===== src/rtl/mul_div_unit_pkg.sv =====
// Shared opcode, state and sizing definitions for the iterative multiply/divide unit.
package mul_div_unit_pkg;

  localparam int MDU_CWIDTH = 3;

  typedef enum logic [MDU_CWIDTH-1:0] {
    MDU_OP_MULT  = 3'd0,
    MDU_OP_MULTU = 3'd1,
    MDU_OP_DIV   = 3'd2,
    MDU_OP_DIVU  = 3'd3,
    MDU_OP_MTHI  = 3'd4,
    MDU_OP_MTLO  = 3'd5
  } mdu_op_e;

  typedef enum logic [1:0] {
    MDU_S_IDLE = 2'd0,
    MDU_S_CALC = 2'd1,
    MDU_S_FIX  = 2'd2
  } mdu_state_e;

endpackage


===== src/rtl/mdu_sign_fix.sv =====
// Conditional two's-complement negation of a W-bit value.
module mdu_sign_fix #(
  parameter int W = 32
) (
  input  logic [W-1:0] iVal,
  input  logic         iNeg,
  output logic [W-1:0] oVal
);

  // negate when requested, otherwise pass through
  always_comb begin
    if (iNeg) begin
      oVal = ~iVal + {{(W-1){1'b0}}, 1'b1};
    end else begin
      oVal = iVal;
    end
  end

endmodule


===== src/rtl/mul_div_unit.sv =====
// Iterative radix-2 multiply/divide unit holding the HI/LO registers.
module mul_div_unit
  import mul_div_unit_pkg::*;
#(
  parameter int WIDTH = 32
) (
  input  logic             iClk,
  input  logic             iRst,
  input  logic             iStart,
  input  logic [2:0]       iOp,
  input  logic [WIDTH-1:0] iA,
  input  logic [WIDTH-1:0] iB,
  output logic             oBusy,
  output logic             oDone,
  output logic [WIDTH-1:0] oHi,
  output logic [WIDTH-1:0] oLo
);

  localparam int CW = $clog2(WIDTH);
  localparam logic [CW-1:0] LAST = CW'(WIDTH - 1);

  mdu_state_e state_q, state_d;
  mdu_op_e    op_q, op_d, op_in;
  logic             sa_q, sa_d, sb_q, sb_d;
  logic             done_q, done_d;
  logic [CW-1:0]    cnt_q, cnt_d;
  logic [WIDTH-1:0] a_orig_q, a_orig_d, opnd_q, opnd_d;
  logic [WIDTH-1:0] hi_q, hi_d, lo_q, lo_d;
  logic [2*WIDTH-1:0] acc_q, acc_d;

  logic             signed_in, div_in, is_div_q, is_signed_q;
  logic [WIDTH-1:0] mag_a, mag_b, quot_fix, rem_fix;
  logic [2*WIDTH-1:0] prod_fix, mul_next, div_next;
  logic [WIDTH:0]   mul_sum, div_trial;

  assign op_in       = mdu_op_e'(iOp);
  assign signed_in   = (op_in == MDU_OP_MULT) || (op_in == MDU_OP_DIV);
  assign div_in      = (op_in == MDU_OP_DIV) || (op_in == MDU_OP_DIVU);
  assign is_div_q    = (op_q == MDU_OP_DIV) || (op_q == MDU_OP_DIVU);
  assign is_signed_q = (op_q == MDU_OP_MULT) || (op_q == MDU_OP_DIV);

  mdu_sign_fix #(.W(WIDTH)) u_mag_a (.iVal(iA), .iNeg(signed_in & iA[WIDTH-1]), .oVal(mag_a));
  mdu_sign_fix #(.W(WIDTH)) u_mag_b (.iVal(iB), .iNeg(signed_in & iB[WIDTH-1]), .oVal(mag_b));

  mdu_sign_fix #(.W(2*WIDTH)) u_prod (.iVal(acc_q), .iNeg(is_signed_q & (sa_q ^ sb_q)), .oVal(prod_fix));
  mdu_sign_fix #(.W(WIDTH)) u_quot (.iVal(acc_q[WIDTH-1:0]), .iNeg(is_signed_q & (sa_q ^ sb_q)), .oVal(quot_fix));
  mdu_sign_fix #(.W(WIDTH)) u_rem (.iVal(acc_q[2*WIDTH-1:WIDTH]), .iNeg(is_signed_q & sa_q), .oVal(rem_fix));

  // Multiply keeps {partial product, multiplier}; divide keeps {remainder, quotient}.
  always_comb begin
    mul_sum   = {1'b0, acc_q[2*WIDTH-1:WIDTH]} + (acc_q[0] ? {1'b0, opnd_q} : {(WIDTH+1){1'b0}});
    mul_next  = {mul_sum, acc_q[WIDTH-1:1]};
    div_trial = {acc_q[2*WIDTH-1:WIDTH], acc_q[WIDTH-1]} - {1'b0, opnd_q};
    if (!div_trial[WIDTH]) begin
      div_next = {div_trial[WIDTH-1:0], acc_q[WIDTH-2:0], 1'b1};
    end else begin
      div_next = {acc_q[2*WIDTH-2:0], 1'b0};
    end
  end

  // next-state, datapath and HI/LO update
  always_comb begin
    state_d  = state_q;
    op_d     = op_q;
    sa_d     = sa_q;
    sb_d     = sb_q;
    a_orig_d = a_orig_q;
    opnd_d   = opnd_q;
    acc_d    = acc_q;
    cnt_d    = cnt_q;
    hi_d     = hi_q;
    lo_d     = lo_q;
    done_d   = 1'b0;
    case (state_q)
      MDU_S_IDLE: begin
        if (iStart) begin
          case (op_in)
            MDU_OP_MULT, MDU_OP_MULTU, MDU_OP_DIV, MDU_OP_DIVU: begin
              op_d     = op_in;
              sa_d     = signed_in & iA[WIDTH-1];
              sb_d     = signed_in & iB[WIDTH-1];
              a_orig_d = iA;
              opnd_d   = div_in ? mag_b : mag_a;
              acc_d    = {{WIDTH{1'b0}}, (div_in ? mag_a : mag_b)};
              cnt_d    = {CW{1'b0}};
              state_d  = MDU_S_CALC;
            end
            MDU_OP_MTHI: hi_d = iA;
            MDU_OP_MTLO: lo_d = iA;
            default: ;
          endcase
        end else begin
          state_d = MDU_S_IDLE;
        end
      end
      MDU_S_CALC: begin
        acc_d = is_div_q ? div_next : mul_next;
        cnt_d = cnt_q + CW'(1);
        if (cnt_q == LAST) begin
          state_d = MDU_S_FIX;
        end else begin
          state_d = MDU_S_CALC;
        end
      end
      MDU_S_FIX: begin
        if (!is_div_q) begin
          hi_d = prod_fix[2*WIDTH-1:WIDTH];
          lo_d = prod_fix[WIDTH-1:0];
        end else if (opnd_q == {WIDTH{1'b0}}) begin
          hi_d = a_orig_q;
          lo_d = {WIDTH{1'b1}};
        end else begin
          hi_d = rem_fix;
          lo_d = quot_fix;
        end
        done_d  = 1'b1;
        state_d = MDU_S_IDLE;
      end
      default: state_d = MDU_S_IDLE;
    endcase
  end

  // state and register update with synchronous reset
  always_ff @(posedge iClk) begin
    if (iRst) begin
      state_q  <= MDU_S_IDLE;
      op_q     <= MDU_OP_MULT;
      sa_q     <= 1'b0;
      sb_q     <= 1'b0;
      a_orig_q <= {WIDTH{1'b0}};
      opnd_q   <= {WIDTH{1'b0}};
      acc_q    <= {(2*WIDTH){1'b0}};
      cnt_q    <= {CW{1'b0}};
      hi_q     <= {WIDTH{1'b0}};
      lo_q     <= {WIDTH{1'b0}};
      done_q   <= 1'b0;
    end else begin
      state_q  <= state_d;
      op_q     <= op_d;
      sa_q     <= sa_d;
      sb_q     <= sb_d;
      a_orig_q <= a_orig_d;
      opnd_q   <= opnd_d;
      acc_q    <= acc_d;
      cnt_q    <= cnt_d;
      hi_q     <= hi_d;
      lo_q     <= lo_d;
      done_q   <= done_d;
    end
  end

  assign oBusy = (state_q != MDU_S_IDLE);
  assign oDone = done_q;
  assign oHi   = hi_q;
  assign oLo   = lo_q;

endmodule


===== config.mk =====
export PLATFORM = sky130hd
export DESIGN_NAME = mul_div_unit
export DESIGN_NICKNAME = d
export VERILOG_FILES = /design/src/rtl/mul_div_unit_pkg.sv /design/src/rtl/mdu_sign_fix.sv /design/src/rtl/mul_div_unit.sv
export SDC_FILE = /design/constraint.sdc
export NUM_CORES = 1
export LEC_CHECK = 0
export CAP_MARGIN = 30
export CORE_MARGIN = 2
export CORE_UTILIZATION = 52
export DETAILED_ROUTE_END_ITERATION = 10
export GPL_TIMING_DRIVEN = 0
export HOLD_SLACK_MARGIN = 0.02
export PLACE_DENSITY = 0.79
export SLEW_MARGIN = 30
export SYNTH_ARGS = -nofsm -noshare
export SYNTH_HDL_FRONTEND = slang
export SYNTH_SLANG_ARGS = --single-unit

===== constraint.sdc =====
create_clock -name iClk -period 3.7 [get_ports iClk]
set_input_delay 0.37 -clock iClk [delete_from_list [all_inputs] [get_ports iClk]]
set_output_delay 0.37 -clock iClk [all_outputs]
set_load 0.02 [all_outputs]

==> flow_metrics.env <==
export IMPL_run_status="complete, no violations"
export IMPL_finalWeightedCongestion=1.02
export IMPL_grt_start_max_net_pins=15
export IMPL_yosysTopAreaCellShare=0.247
export IMPL_die_h_um=183
export IMPL_rsz0062_at_grt="true"
export IMPL_required_ns=4.13
export IMPL_clk_path_buf_depth=3
export IMPL_avgSynthCellArea_um2=7.20
export IMPL_synthDistinctLibCells=80
export IMPL_ant_nets=0
export IMPL_root_buffer="clkbuf_16"
export IMPL_place_port_buffers=123
export IMPL_hp_class="input pin to register"
export IMPL_htreeDepth=1
export IMPL_wl_per_cell_um=25.8
export IMPL_tritoncts="done"
export IMPL_clkTransAtPathRegs_ns=0.07
export IMPL_antenna_found_initial=1
export IMPL_drc_errors=0
export IMPL_critPathCaptureType="register"
export IMPL_via_count=19200
export IMPL_final_area_um2=19400
export IMPL_power_leakage_uw=0.00732
export IMPL_yosysWarnings=0
export IMPL_fillers=2902
export IMPL_synth_nets=2446
export IMPL_grt_pass1_wl_um=109000
export IMPL_synth_largest_area_cell="dfxtp_1"
export IMPL_tightest_slew_ns=1.08
export IMPL_power_density_nw_per_um2=367
export IMPL_num_antenna_cells=0
export IMPL_netlist_area_um2=16600
export IMPL_period_needed_ns=3.67
export IMPL_crit_fanout=10
export IMPL_dpl_hpwl_um=57900
export IMPL_dieArea_um2=33300
export IMPL_start_kind="register"
export IMPL_layout_drive_gt1_share=0.0489
export IMPL_fmax_mhz=272
export IMPL_gr_usage_all_layers=0.431
export IMPL_drv_cap=0
export IMPL_relSlewSlack=0.267
export IMPL_finalNetCount=2598
export IMPL_final_hold_viol_count=0
export IMPL_num_rows=65
export IMPL_ys_async_sr_fraction=0
export IMPL_drt_first_pass_iters=5
export IMPL_ys_seq_area_frac=0.247
export IMPL_insertion_delay_ns=0.59
export IMPL_coreArea_um2=31500
export IMPL_drt_iter0_markers=2511
export IMPL_critPathArrivalTime_ns=4.11
export IMPL_routed_wl_um=74200
export IMPL_post_dp_cell_area_um2=18300
export IMPL_peakVddDrop_v=0.000366
export IMPL_synth_enable_flop_cells=0
export IMPL_area_growth_pct=17.2
export IMPL_setup_violations=0
export IMPL_top_level_ports=136
export IMPL_die_w_um=183
export IMPL_numCtsBuffers=26
export IMPL_grt_pass1_vias=17800
export IMPL_synth_area_leaders="dfxtp_1 (25%), nand2_1 (7.3%), a21oi_1 (6.8%)"
export IMPL_yosysMostFrequentCell="nand2_1"
export IMPL_criticalPathCategory="register to register"
export IMPL_cts_sinks=205
export IMPL_ctsHoldBuffers=0
export IMPL_netlist_top_cells_count="nand2_1 (323), nor2_1 (231), a21oi_1 (226)"
export IMPL_grt_overflow_total=0
export IMPL_ys_ff_latch=205
export IMPL_vias_per_cell=6.67
export IMPL_final_max_slew_viol_count=0
export IMPL_utilization=0.618
export IMPL_finalClockSkew_ns=0.0432
export IMPL_start_util=0.527
export IMPL_synth_cells=2304
export IMPL_synthFlopType="dfxtp_1"
export IMPL_fin_crit_sh=0.992
cell usage in the layout, fill, tap and decap left out, drive strengths merged, types with 43 or more instances in the layout:
master,n
nor2,231
a21oi,226
ha,70
o21ai,130
xnor2,99
a211oi,43
nand3,47
inv,65
xor2,89
clkdlybuf4s50,123
mux2i,72
nor3,59
nand2,324
dfxtp,205
clkbuf,179
critical path: stages, from the launching register on:
cell and delay, ns:
dfxtp_2 0.40, inv_1 0.16, buf_2 0.32, ha_1 0.28
or3b_1 0.37, clkbuf_1 0.21, nor4_4 0.24, buf_4 0.20
nand4_1 0.34, o21ai_1 0.31, a21oi_1 0.14, a2111oi_1 0.49
nor4_1 0.11
power by group:
part | switching [uW] | leakage [uW] | internal, uW
clock network | 1180 | 0.000481 | 1820
logic | 1130 | 0.00517 | 580
registers | 104 | 0.00167 | 2300
total | 2420 | 0.00732 | 4700
area by class of cell:
class | count | area [um^2] | area share
plain buffers | 189 | 758 | 0.0390
clock buffers | 27 | 664 | 0.0342
clock inverters | 21 | 330 | 0.0170
inverters | 59 | 221 | 0.0114
multi-input cells | 1850 | 11600 | 0.597
flip-flops and latches | 205 | 4110 | 0.211
well taps | 402 | 503 | 0.0259
repair buffers | 125 | 1250 | 0.0641
flip-flops by register name (all words and copies together) (netlist names):
name / flops
sa_q: 1
opnd_q: 32
cnt_q: 5
oHi: 32
state_q: 2
op_q: 3
a_orig_q: 32
sb_q: 1
oLo: 32
acc_q: 64
oDone: 1
repair_timing:
action / 4_1_cts / 5_1_grt
resized for setup: 14 / 19
hold endpoints to repair: 0 / 0
pin swaps: 2 / 6
setup buffers: 0 / 2
setup endpoints to repair: 48 / 33
stage by stage:
step / TNS [ns] / hold slack, ns / setup slack, ns / total power, uW / cells
floorplan: 0 / 0.433 / 0.513 / 3450 / 2304
global placement: -14.49 / 0.438 / -0.786 / 4050 / 2829
detailed placement: -15.04 / 0.443 / -0.661 / 4070 / 2829
CTS: 0 / 0.155 / 0.0162 / 7030 / 2876
global route: -0.0134 / 0.171 / -0.00662 / 7290 / 2878
finish: 0 / 0.165 / 0.0282 / 7120 / 2878
layer usage:
metal	GRT usage	share of wire	vias to the layer above
li1	-	-	8597
met3	0.0806	0.10	280
met1	0.556	0.39	9116
met4	0.249	0.069	0
met2	0.673	0.43	1203
met5	0	0	-
worst paths after layout:
check           start            to  slack [ns]  cells after the start
max          acc_q[0]        oHi[6]        0.03                     12
min            iA[20]  a_orig_q[20]        0.17                      3
max reg2reg  acc_q[0]        oHi[6]        0.03                     12
min reg2reg   oHi[29]       oHi[29]        0.45                      2
kinds of logic after synthesis:
| group | Yosys count | share of synthesized area |
|---|---|---|
| and+or+nand+nor | 843 | 0.236 |
| AOI/OAI and AO/OA | 673 | 0.259 |
| adders and majority gates | 72 | 0.0552 |
| buffers and inverters | 249 | 0.0585 |
| muxes | 74 | 0.0448 |
| DFF | 205 | 0.247 |
| xor gates and xnor gates | 188 | 0.0993 |
(Power assumes the default switching activity.)
